**src/rtl/montador_programa_if.sv**
```systemverilog
// Load-side bus of the program loader: instruction fields with valid/ready,
// start/fin control pulses, and the instruction-memory write port plus status.
interface montador_programa_if #(
    parameter int ADDR_W = 5
) ();
    logic              start;
    logic              in_valid;
    logic              in_ready;
    logic [3:0]        opcode;
    logic [1:0]        rd;
    logic [1:0]        ra;
    logic [1:0]        rb;
    logic [3:0]        imm;
    logic [ADDR_W-1:0] target;
    logic              fin;
    logic              mem_we;
    logic [ADDR_W-1:0] mem_addr;
    logic [9:0]        mem_data;
    logic [ADDR_W:0]   count;
    logic              done;
    logic              erro;

    modport master (
        output start, in_valid, opcode, rd, ra, rb, imm, target, fin,
        input  in_ready, mem_we, mem_addr, mem_data, count, done, erro
    );

    modport slave (
        input  start, in_valid, opcode, rd, ra, rb, imm, target, fin,
        output in_ready, mem_we, mem_addr, mem_data, count, done, erro
    );
endinterface

```
**src/rtl/montador_programa.sv**
```systemverilog
// Program loader: packs instruction fields into 10-bit machine words, writes them
// sequentially into instruction memory and pads the unused tail with RST words.
module montador_programa #(
    parameter int         PROG_DEPTH = 32,
    parameter int         ADDR_W     = 5,
    parameter logic [9:0] PAD_WORD   = 10'b0111000000
) (
    input  logic               clk,
    input  logic               rst_n,
    montador_programa_if.slave bus
);
    localparam logic [2:0] IDLE   = 3'd0;
    localparam logic [2:0] ACCEPT = 3'd1;
    localparam logic [2:0] WRITE  = 3'd2;
    localparam logic [2:0] PAD    = 3'd3;
    localparam logic [2:0] DONE   = 3'd4;

    localparam logic [ADDR_W-1:0] LAST_ADDR = ADDR_W'(PROG_DEPTH - 1);
    localparam logic [ADDR_W-1:0] ADDR_ONE  = ADDR_W'(1);
    localparam logic [ADDR_W:0]   CNT_ONE   = (ADDR_W + 1)'(1);

    logic [2:0]        state_q, state_d;
    logic [ADDR_W-1:0] addr_q, addr_d;
    logic [9:0]        data_q, data_d;
    logic [ADDR_W:0]   count_q, count_d;
    logic              erro_q, erro_d;

    logic       use_rd, use_ra, use_rb, use_imm, use_tgt;
    logic [4:0] tgt5;
    logic [9:0] enc_word;

    assign tgt5 = 5'(bus.target);

    // Each opcode enables only the fields it carries; everything else packs as zero.
    always_comb begin
        use_rd  = 1'b0;
        use_ra  = 1'b0;
        use_rb  = 1'b0;
        use_imm = 1'b0;
        use_tgt = 1'b0;
        case (bus.opcode)
            4'b0000, 4'b0001: begin
                use_rd = 1'b1;
                use_ra = 1'b1;
                use_rb = 1'b1;
            end
            4'b0010, 4'b0011, 4'b1101, 4'b1110: begin
                use_rd  = 1'b1;
                use_imm = 1'b1;
            end
            4'b0100, 4'b0101, 4'b1000, 4'b1011, 4'b1100: begin
                use_rd = 1'b1;
                use_ra = 1'b1;
            end
            4'b0110, 4'b1111: use_rd  = 1'b1;
            4'b1001, 4'b1010: use_tgt = 1'b1;
            default: ;
        endcase
        enc_word = {bus.opcode, 6'b000000}
                 | (use_rd  ? {4'b0000, bus.rd, 4'b0000}   : 10'd0)
                 | (use_ra  ? {6'b000000, bus.ra, 2'b00}   : 10'd0)
                 | (use_rb  ? {8'b00000000, bus.rb}        : 10'd0)
                 | (use_imm ? {6'b000000, bus.imm}         : 10'd0)
                 | (use_tgt ? {5'b00000, tgt5}             : 10'd0);
    end

    always_comb begin
        state_d = state_q;
        addr_d  = addr_q;
        data_d  = data_q;
        count_d = count_q;
        erro_d  = erro_q;
        if (bus.start) begin
            state_d = ACCEPT;
            addr_d  = '0;
            count_d = '0;
            erro_d  = 1'b0;
        end else begin
            if (bus.in_valid && (state_q == WRITE || state_q == PAD || state_q == DONE)) begin
                erro_d = 1'b1;
            end
            case (state_q)
                ACCEPT: begin
                    // An instruction beats a simultaneous fin; fin must be re-pulsed.
                    if (bus.in_valid) begin
                        data_d  = enc_word;
                        state_d = WRITE;
                    end else if (bus.fin) begin
                        data_d  = PAD_WORD;
                        state_d = PAD;
                    end
                end
                WRITE: begin
                    count_d = count_q + CNT_ONE;
                    if (addr_q == LAST_ADDR) begin
                        state_d = DONE;
                    end else begin
                        addr_d  = addr_q + ADDR_ONE;
                        state_d = ACCEPT;
                    end
                end
                PAD: begin
                    if (addr_q == LAST_ADDR) begin
                        state_d = DONE;
                    end else begin
                        addr_d = addr_q + ADDR_ONE;
                    end
                end
                default: ;
            endcase
        end
    end

    always_ff @(posedge clk or negedge rst_n) begin
        if (!rst_n) begin
            state_q <= IDLE;
            addr_q  <= '0;
            data_q  <= '0;
            count_q <= '0;
            erro_q  <= 1'b0;
        end else begin
            state_q <= state_d;
            addr_q  <= addr_d;
            data_q  <= data_d;
            count_q <= count_d;
            erro_q  <= erro_d;
        end
    end

    // start suppresses the write (and the handshake) of the cycle it arrives in.
    assign bus.mem_we   = (state_q == WRITE || state_q == PAD) && !bus.start;
    assign bus.in_ready = (state_q == ACCEPT) && !bus.start;
    assign bus.mem_addr = addr_q;
    assign bus.mem_data = data_q;
    assign bus.count    = count_q;
    assign bus.done     = (state_q == DONE);
    assign bus.erro     = erro_q;
endmodule

```
**src/flat_wrapper.sv**
```systemverilog
// flat-port wrapper written by rule: the top's interface ports become plain ports
module montador_programa_flat 
#(
    parameter int         PROG_DEPTH = 32,
    parameter int         ADDR_W     = 5,
    parameter logic [9:0] PAD_WORD   = 10'b0111000000
)
  (clk, rst_n, bus_start, bus_in_valid, bus_opcode, bus_rd, bus_ra, bus_rb, bus_imm, bus_target, bus_fin, bus_in_ready, bus_mem_we, bus_mem_addr, bus_mem_data, bus_count, bus_done, bus_erro);
  montador_programa_if #(.ADDR_W(ADDR_W)) bus_i ();
  input  logic clk;
  input  logic rst_n;
  input wire logic [$bits(bus_i.start)-1:0] bus_start;
  input wire logic [$bits(bus_i.in_valid)-1:0] bus_in_valid;
  input wire logic [$bits(bus_i.opcode)-1:0] bus_opcode;
  input wire logic [$bits(bus_i.rd)-1:0] bus_rd;
  input wire logic [$bits(bus_i.ra)-1:0] bus_ra;
  input wire logic [$bits(bus_i.rb)-1:0] bus_rb;
  input wire logic [$bits(bus_i.imm)-1:0] bus_imm;
  input wire logic [$bits(bus_i.target)-1:0] bus_target;
  input wire logic [$bits(bus_i.fin)-1:0] bus_fin;
  output wire logic [$bits(bus_i.in_ready)-1:0] bus_in_ready;
  output wire logic [$bits(bus_i.mem_we)-1:0] bus_mem_we;
  output wire logic [$bits(bus_i.mem_addr)-1:0] bus_mem_addr;
  output wire logic [$bits(bus_i.mem_data)-1:0] bus_mem_data;
  output wire logic [$bits(bus_i.count)-1:0] bus_count;
  output wire logic [$bits(bus_i.done)-1:0] bus_done;
  output wire logic [$bits(bus_i.erro)-1:0] bus_erro;
  assign bus_i.start = bus_start;
  assign bus_i.in_valid = bus_in_valid;
  assign bus_i.opcode = bus_opcode;
  assign bus_i.rd = bus_rd;
  assign bus_i.ra = bus_ra;
  assign bus_i.rb = bus_rb;
  assign bus_i.imm = bus_imm;
  assign bus_i.target = bus_target;
  assign bus_i.fin = bus_fin;
  assign bus_in_ready = bus_i.in_ready;
  assign bus_mem_we = bus_i.mem_we;
  assign bus_mem_addr = bus_i.mem_addr;
  assign bus_mem_data = bus_i.mem_data;
  assign bus_count = bus_i.count;
  assign bus_done = bus_i.done;
  assign bus_erro = bus_i.erro;
  montador_programa #(.PROG_DEPTH(PROG_DEPTH), .ADDR_W(ADDR_W), .PAD_WORD(PAD_WORD)) u_core (.clk(clk), .rst_n(rst_n), .bus(bus_i));
endmodule
```
**config.mk**
```make
export PLATFORM = sky130hd
export DESIGN_NAME = montador_programa_flat
export DESIGN_NICKNAME = d
export VERILOG_FILES = /design/src/rtl/montador_programa_if.sv /design/src/rtl/montador_programa.sv /design/src/flat_wrapper.sv
export SDC_FILE = /design/constraint.sdc
export NUM_CORES = 1
export LEC_CHECK = 0
export ABC_AREA = 1
export CORE_ASPECT_RATIO = 1.4
export CORE_MARGIN = 2
export CORE_UTILIZATION = 42
export CTS_BUF_LIST = sky130_fd_sc_hd__clkbuf_8
export CTS_CLUSTER_DIAMETER = 120
export DETAILED_ROUTE_END_ITERATION = 6
export HOLD_SLACK_MARGIN = 0.08
export PLACE_DENSITY = 0.83
export SLEW_MARGIN = 15
export SYNTH_ARGS = -nofsm -noshare
export SYNTH_HDL_FRONTEND = slang
export SYNTH_SLANG_ARGS = --single-unit
```
**constraint.sdc**
```tcl
create_clock -name clk -period 1.3 [get_ports clk]
set_input_delay 0.26 -clock clk [delete_from_list [all_inputs] [get_ports clk]]
set_output_delay 0.26 -clock clk [all_outputs]
set_load 0.02 [all_outputs]
```
==> results of run 1 <==
## metal layers
metal,part of all wire,up-vias,track usage
met5,0,-,0
met4,0.0059,0,0.07977
met3,0.047,2,0.03125
met2,0.57,44,0.3910
met1,0.38,726,0.2049
li1,-,754,-
## state kept, by name (all words and copies together), names as in the netlist
signal / cells
u_core.bus.mem_data: 10
u_core.bus.count: 6
u_core.bus.mem_addr: 5
u_core.state_q: 3
u_core.bus.erro: 1
## synthesized netlist by cell type
library cell / count
nand2_2: 1
nor2_1: 15
inv_2: 2
buf_2: 1
a21oi_1: 6
nor3_4: 1
inv_1: 21
nand3_1: 16
nand4_1: 3
dfrtp_1: 25
a22oi_1: 3
o21ai_0: 11
nor2_4: 2
nand3_2: 1
nand2_1: 63
nor3_1: 4
o21ai_2: 1
nor2_2: 1
o21a_1: 1
buf_4: 1
ha_1: 3
buf_6: 1
## power breakdown
| part | internal [W] | switching [W] | total [W] |
|---|---|---|---|
| Combinational | 0.000920 | 0.00105 | 0.00197 |
| Clock | 0.000212 | 0.000247 | 0.000459 |
| Sequential | 0.00101 | 0.000194 | 0.00120 |
## kinds of logic (layout without fill, tap and decap cells)
group | count (synthesis) | after routing | share of synthesized area
buffers and inverters | 26 | 110 | 0.08037
adders and majority gates | 3 | 3 | 0.02740
and+or+nand+nor | 107 | 107 | 0.3452
DFF | 25 | 25 | 0.4566
AOI/OAI and AO/OA | 22 | 22 | 0.09041
## worst max path at each step
stage                                       from                      to  slack (ns)  depth (start not counted)
after global routing      u_core.bus.mem_addr[0]  u_core.bus.mem_addr[3]       -0.31                          9
after global placement                 bus_start              bus_mem_we       -0.56                          3
after detailed placement               bus_start              bus_mem_we       -0.57                          3
after CTS                 u_core.bus.mem_addr[0]       u_core.state_q[0]       -0.18                          9
after floorplan           u_core.bus.mem_addr[1]  u_core.bus.mem_addr[3]       -0.15                          9
final                     u_core.bus.mem_addr[0]  u_core.bus.mem_addr[2]       -0.23                          9
## cell usage in the layout (no fill, tap or decap), drive strengths merged
cell / instances
clkdlybuf4s15: 2
dlymetal6s2s: 3
o21ai: 12
inv: 24
dlygate4sd2: 18
nor2: 18
a21oi: 6
clkdlybuf4s50: 19
nand4: 3
nand3: 17
nand2: 64
dfrtp: 25
buf: 40
ha: 3
o21a: 1
clkbuf: 4
a22oi: 3
nor3: 5
## final cells by class
class	instances	area, um^2
sequential	25	630.6
clock inverter	1	3.754
multi-input combinational	132	770.7
clock buffer	3	41.29
inverter	23	86.33
tap	39	48.80
timing repair buffer	83	769.5
fill	224	772.0
## per-stage QoR
stage / cells / hold slack, ns / setup WS, ns / cell area [um^2] / total power [W]
global route: 306 / 0.3444 / -0.3093 / 2351 / 0.003858
floorplan: 183 / -0.03559 / -0.1523 / 1388 / 0.002015
detailed placement: 293 / 0.4590 / -0.5744 / 2126 / 0.002928
finish: 306 / 0.3365 / -0.2264 / 2351 / 0.003635
global placement: 293 / 0.4531 / -0.5554 / 2126 / 0.002875
CTS: 299 / 0.3402 / -0.1816 / 2205 / 0.003388
## repair_timing
item                       4_1_cts  5_1_grt
setup endpoints to repair       46       28
pin swaps                        4       12
buffers inserted                 2        7
gates resized for setup         65       31
cloned                           0        0
==> metrics, run 1 <==
status finished, violations left; failing checks setup timing; die span in y 71.58 um; row cnt 24; leakage 1.259 nW; # setup viols final 13; Top Family by Delay on Critical Path flip-flops; Syn Nets 210; worst path arrival time 1.73 ns; Root Driver clkbuf_8; Remaining Overflow, GRT 0; post-synth top area share 0.4566; final clock period utilization by the worst path 1.174; clk_skew 0.001390 ns; Crit Path Max Fanout 4; vias in the first global route 1431; total negative slack -1.627 ns; CTS Buf Count 3; Area contributors post-synth dfrtp_1, nand2_1, nand3_1; Die Area 3741 um^2; antenna violations before repair 0; I/O Buffers 48; via count 1526; R2R Path End u_core.bus.mem_addr[2]; CP endpoint kind flip-flop; clk slew on worst S/H paths 0.09 ns; kind of critical path reg -> reg; synth unique cells 22; critical path's largest stage delay 0.44 ns; GR Util All Layers 0.2013; DIE WIDTH 52.27 um; Top Ports 49; synthesized area 1370 um^2; Period minus WS final 1.526 ns; gp weighted congestion 0.8007; Synth Register Bits 25; final hold vios 0; First-pass DRT Iterations 4; mean post-synth cell area 7.487 um^2; Ant. Diodes 0; reg-to-reg slack, setup -0.23 ns; Worst-Skew Late Latency 0.27 ns; maxcap violations 0; Area Overhead vs Synth 71.60%; cts hold-fix bufs 0; DRC violation count after routing 0; final core occ 0.7528; Initial Util 0.4387; Detailed Place HPWL 2599 um; sequential fraction of the synthesis area 0.4566; clk sink count 25; CORE AREA 3123 um^2; final WL 3871 um; Crit Reg-Reg Startpoint u_core.bus.mem_addr[0]; max frequency 655.1 MHz; WL per Instance 12.65 um; worst slew pin tran 0.3425 ns; layout cells sized above 1 0.2959; final setup margin -0.2264 ns; critical path launch point type flip-flop; CTS Buffer Depth 2; CP required 1.51 ns; first-pass GRT wire length 5837 um; number of synthesis warnings 0; worst r2r path cells 9; CTS tree done; net count reported at finish 295; CTS H-tree depth 1; DRT antenna net count 0; WP buf/inv 2; Slew Viols, Final 0; gate count after technology mapping 183; initial DRC count 26; PD cells 1546 nW/um^2; Slowest cell on crit path dfrtp_2; unrepaired setup endpoints after global routing yes; DR vias/cell 4.987; worst IR drop on VDD 0.001381 V; worst path cell trace ha_4 -> nand2_4 -> nor2_4 -> ha_4 -> nor2_4 -> buf_4 -> buf_4 -> a21oi_1 -> nor2_1; Slew HR 0.7717; Hold WC Path Type in -> async; post-synth top area cell dfrtp_1; pin count of the biggest net entering global routing 26
(Power assumes the default switching activity.)
==> run 2, diff against run 1 <==
--- a/config.mk
+++ b/config.mk
@@ -6,14 +6,14 @@
 export NUM_CORES = 1
 export LEC_CHECK = 0
 export ABC_AREA = 1
-export CORE_ASPECT_RATIO = 1.4
 export CORE_MARGIN = 2
-export CORE_UTILIZATION = 42
-export CTS_BUF_LIST = sky130_fd_sc_hd__clkbuf_8
+export CORE_UTILIZATION = 40
+export CTS_BUF_LIST = sky130_fd_sc_hd__clkbuf_16
 export CTS_CLUSTER_DIAMETER = 120
 export DETAILED_ROUTE_END_ITERATION = 6
+export GPL_TIMING_DRIVEN = 0
 export HOLD_SLACK_MARGIN = 0.08
-export PLACE_DENSITY = 0.83
+export PLACE_DENSITY = 0.8
 export SLEW_MARGIN = 15
 export SYNTH_ARGS = -nofsm -noshare
 export SYNTH_HDL_FRONTEND = slang
==> run 2 against run 1 <==
The run still ends with setup timing left; register-to-register slack barely moved; global-route usage fell by 2.1 points; combinational power down 7%; highest routed layer unchanged; critical path depth is the same; clock skew up 0.00089 ns.
==> metrics, run 2 (synthesis results as in run 1) <==
pin count of the biggest net entering global routing 26 (unchanged); Fillers 301 (was 224); Ant. Diodes 0 (unchanged); final WL 3437 um (was 3871 um); Die Area 3909 um^2 (was 3741 um^2); Design Area, Final 2256 um^2 (was 2351 um^2); Root Driver clkbuf_16 (was clkbuf_8); CP endpoint kind flip-flop (unchanged); sequential power share 0.326 (was 0.331); Comb pwr share 0.493 (was 0.543); Detailed Place HPWL 2316 um (was 2599 um); antenna violations before repair 0 (unchanged); Finished Layout Cells 298 (was 306); via count 1430 (was 1526); DRC violation count after routing 0 (unchanged); layout cells sized above 1 0.2659 (was 0.2959); net count reported at finish 280 (was 295); worst path arrival time 1.72 ns (was 1.73 ns); final setup margin -0.2407 ns (was -0.2264 ns); die span in y 62.53 um (was 71.58 um); max FFs per register 10 (unchanged); clock network power share 0.181 (was 0.126); Hold WC Path Type in -> reg (was in -> async); total negative slack -1.640 ns (was -1.627 ns); status finished, violations left (unchanged); P_int 0.002255 W (was 0.002141 W); failing checks setup timing (unchanged); max frequency 649.0 MHz (was 655.1 MHz); clk_skew 0.002283 ns (was 0.001390 ns); clk slew on worst S/H paths 0.06 ns (was 0.09 ns); Top Ports 49 (unchanged); CTS Buffer Depth 2 (unchanged); critical path launch point type flip-flop (unchanged); Period minus WS final 1.541 ns (was 1.526 ns); CTS tree done (unchanged); commonest non-fill, non-tap cell in the layout nand2_1 (unchanged); CORE AREA 3311 um^2 (was 3123 um^2); PD cells 1645 nW/um^2 (was 1546 nW/um^2); worst slew pin tran 0.5545 ns (was 0.3425 ns); CTS Buf Count 3 (unchanged); Slew Viols, Final 0 (unchanged); CTS H-tree depth 1 (unchanged); DRT antenna net count 0 (unchanged); Final Power 0.003710 W (was 0.003635 W); Slew HR 0.6303 (was 0.7717); leakage 1.187 nW (was 1.259 nW); placed instance area 1916 um^2 (was 2126 um^2); CP required 1.48 ns (was 1.51 ns); Initial Util 0.4138 (was 0.4387); WL per Instance 11.53 um (was 12.65 um); Multi-input gate area 782.0 um^2 (was 770.7 um^2); most frequent cells in the layout nand2_1, inv_1, dfrtp_1, clkdlybuf4s50_1, dlygate4sd2_1 (was nand2_1, buf_4, dfrtp_1, inv_1, clkdlybuf4s50_1); initial DRC count 54 (was 26); clk sink count 25 (unchanged); Area Overhead vs Synth 64.66% (was 71.60%); DR vias/cell 4.799 (was 4.987); Reg area 630.6 um^2 (unchanged); I/O Buffers 47 (was 48); placed cell count 276 (was 293); Psw 0.001456 W (was 0.001494 W); Crit Path Max Fanout 5 (was 4); # setup viols final 11 (was 13); Worst-Skew Late Latency 0.25 ns (was 0.27 ns); GR Util All Layers 0.1802 (was 0.2013); Remaining Overflow, GRT 0 (unchanged); maxcap violations 0 (unchanged); row cnt 21 (was 24); first-pass GRT wire length 5713 um (was 5837 um); worst IR drop on VDD 0.0008547 V (was 0.001381 V); final hold vios 0 (unchanged); First-pass DRT Iterations 4 (unchanged); switching part of the total 0.3923 (was 0.4109); DIE WIDTH 62.53 um (was 52.27 um); kind of critical path reg -> reg (unchanged); unrepaired setup endpoints after global routing yes (unchanged); vias in the first global route 1362 (was 1431); final clock period utilization by the worst path 1.185 (was 1.174); final core occ 0.6814 (was 0.7528); gp weighted congestion 0.8146 (was 0.8007)
## run 2: cell count changes in the layout (fill, tap and decap cells not counted), sizes merged
cell | before | now
dlygate4sd2 | 18 | 17
buf | 40 | 24
dlygate4sd3 | 0 | 1
clkdlybuf4s50 | 19 | 18
clkbuf | 4 | 6
## run 2: per-stage QoR
| stage | setup WS (ns) | hold WS [ns] |
|---|---|---|
| after floorplan | -0.1523 | -0.03559 |
| after global placement | -0.4230 | 0.4629 |
| after detailed placement | -0.4571 | 0.4627 |
| after CTS | -0.1853 | 0.2746 |
| after global routing | -0.3092 | 0.2762 |
| final | -0.2407 | 0.2710 |
## run 2: path summary, 6_finish.rpt
| path | to | slack [ns] | startpoint | cells past startpoint |
|---|---|---|---|---|
| max reg2reg | u_core.bus.mem_addr[3] | -0.24 | u_core.bus.mem_addr[0] | 9 |
| min in group asynchronous | u_core.bus.mem_addr[4] | 0.53 | rst_n | 2 |
| max in group asynchronous | u_core.state_q[1] | 0.37 | rst_n | 2 |
| min reg2reg | u_core.bus.mem_data[9] | 0.47 | u_core.bus.mem_data[9] | 2 |
| max | u_core.bus.mem_addr[3] | -0.24 | u_core.bus.mem_addr[0] | 9 |
| min | u_core.bus.mem_addr[4] | 0.27 | bus_start | 2 |
## run 2: timing repair
item	4_1_cts	5_1_grt
pin swaps	6	12
endpoints found under the hold margin	0	25
resized for setup	58	36
endpoints found under the setup margin	63	29
hold buffers	0	1
buffers inserted	9	8
## run 2: final cells by class
type	count	area share
well taps	46	0.02551
flip-flops and latches	25	0.2795
inverters	23	0.03827
clock buffers	3	0.03328
repair buffers	65	0.2646
multi-input cells	132	0.3466
plain buffers	3	0.01054
clock inverters	1	0.001664
## run 2: power by group through the flow
stage / registers, W / clock network (W) / logic [W]
final: 0.00121 / 0.000673 / 0.00183
after global routing: 0.00125 / 0.000719 / 0.00199
after floorplan: 0.00141 / 0 / 0.000604
after global placement: 0.00121 / 0 / 0.00143
after detailed placement: 0.00120 / 0 / 0.00146
after CTS: 0.00121 / 0.000682 / 0.00151
## run 2: metal layers
metal,GRT usage,share of wire
met1,0.2067,0.40
met2,0.3280,0.53
met3,0.04505,0.056
met5,0,0
met4,0.05556,0.0081
## run 2: critical path, cell delays in order, from the launching register on
cell and delay, ns:
dfrtp_2 0.42, ha_4 0.17, nand2_4 0.08, nor2_4 0.04, ha_4 0.16, nor2_4 0.15, inv_2 0.08, nor2_1 0.13
nor2_1 0.07, nor3_1 0.15
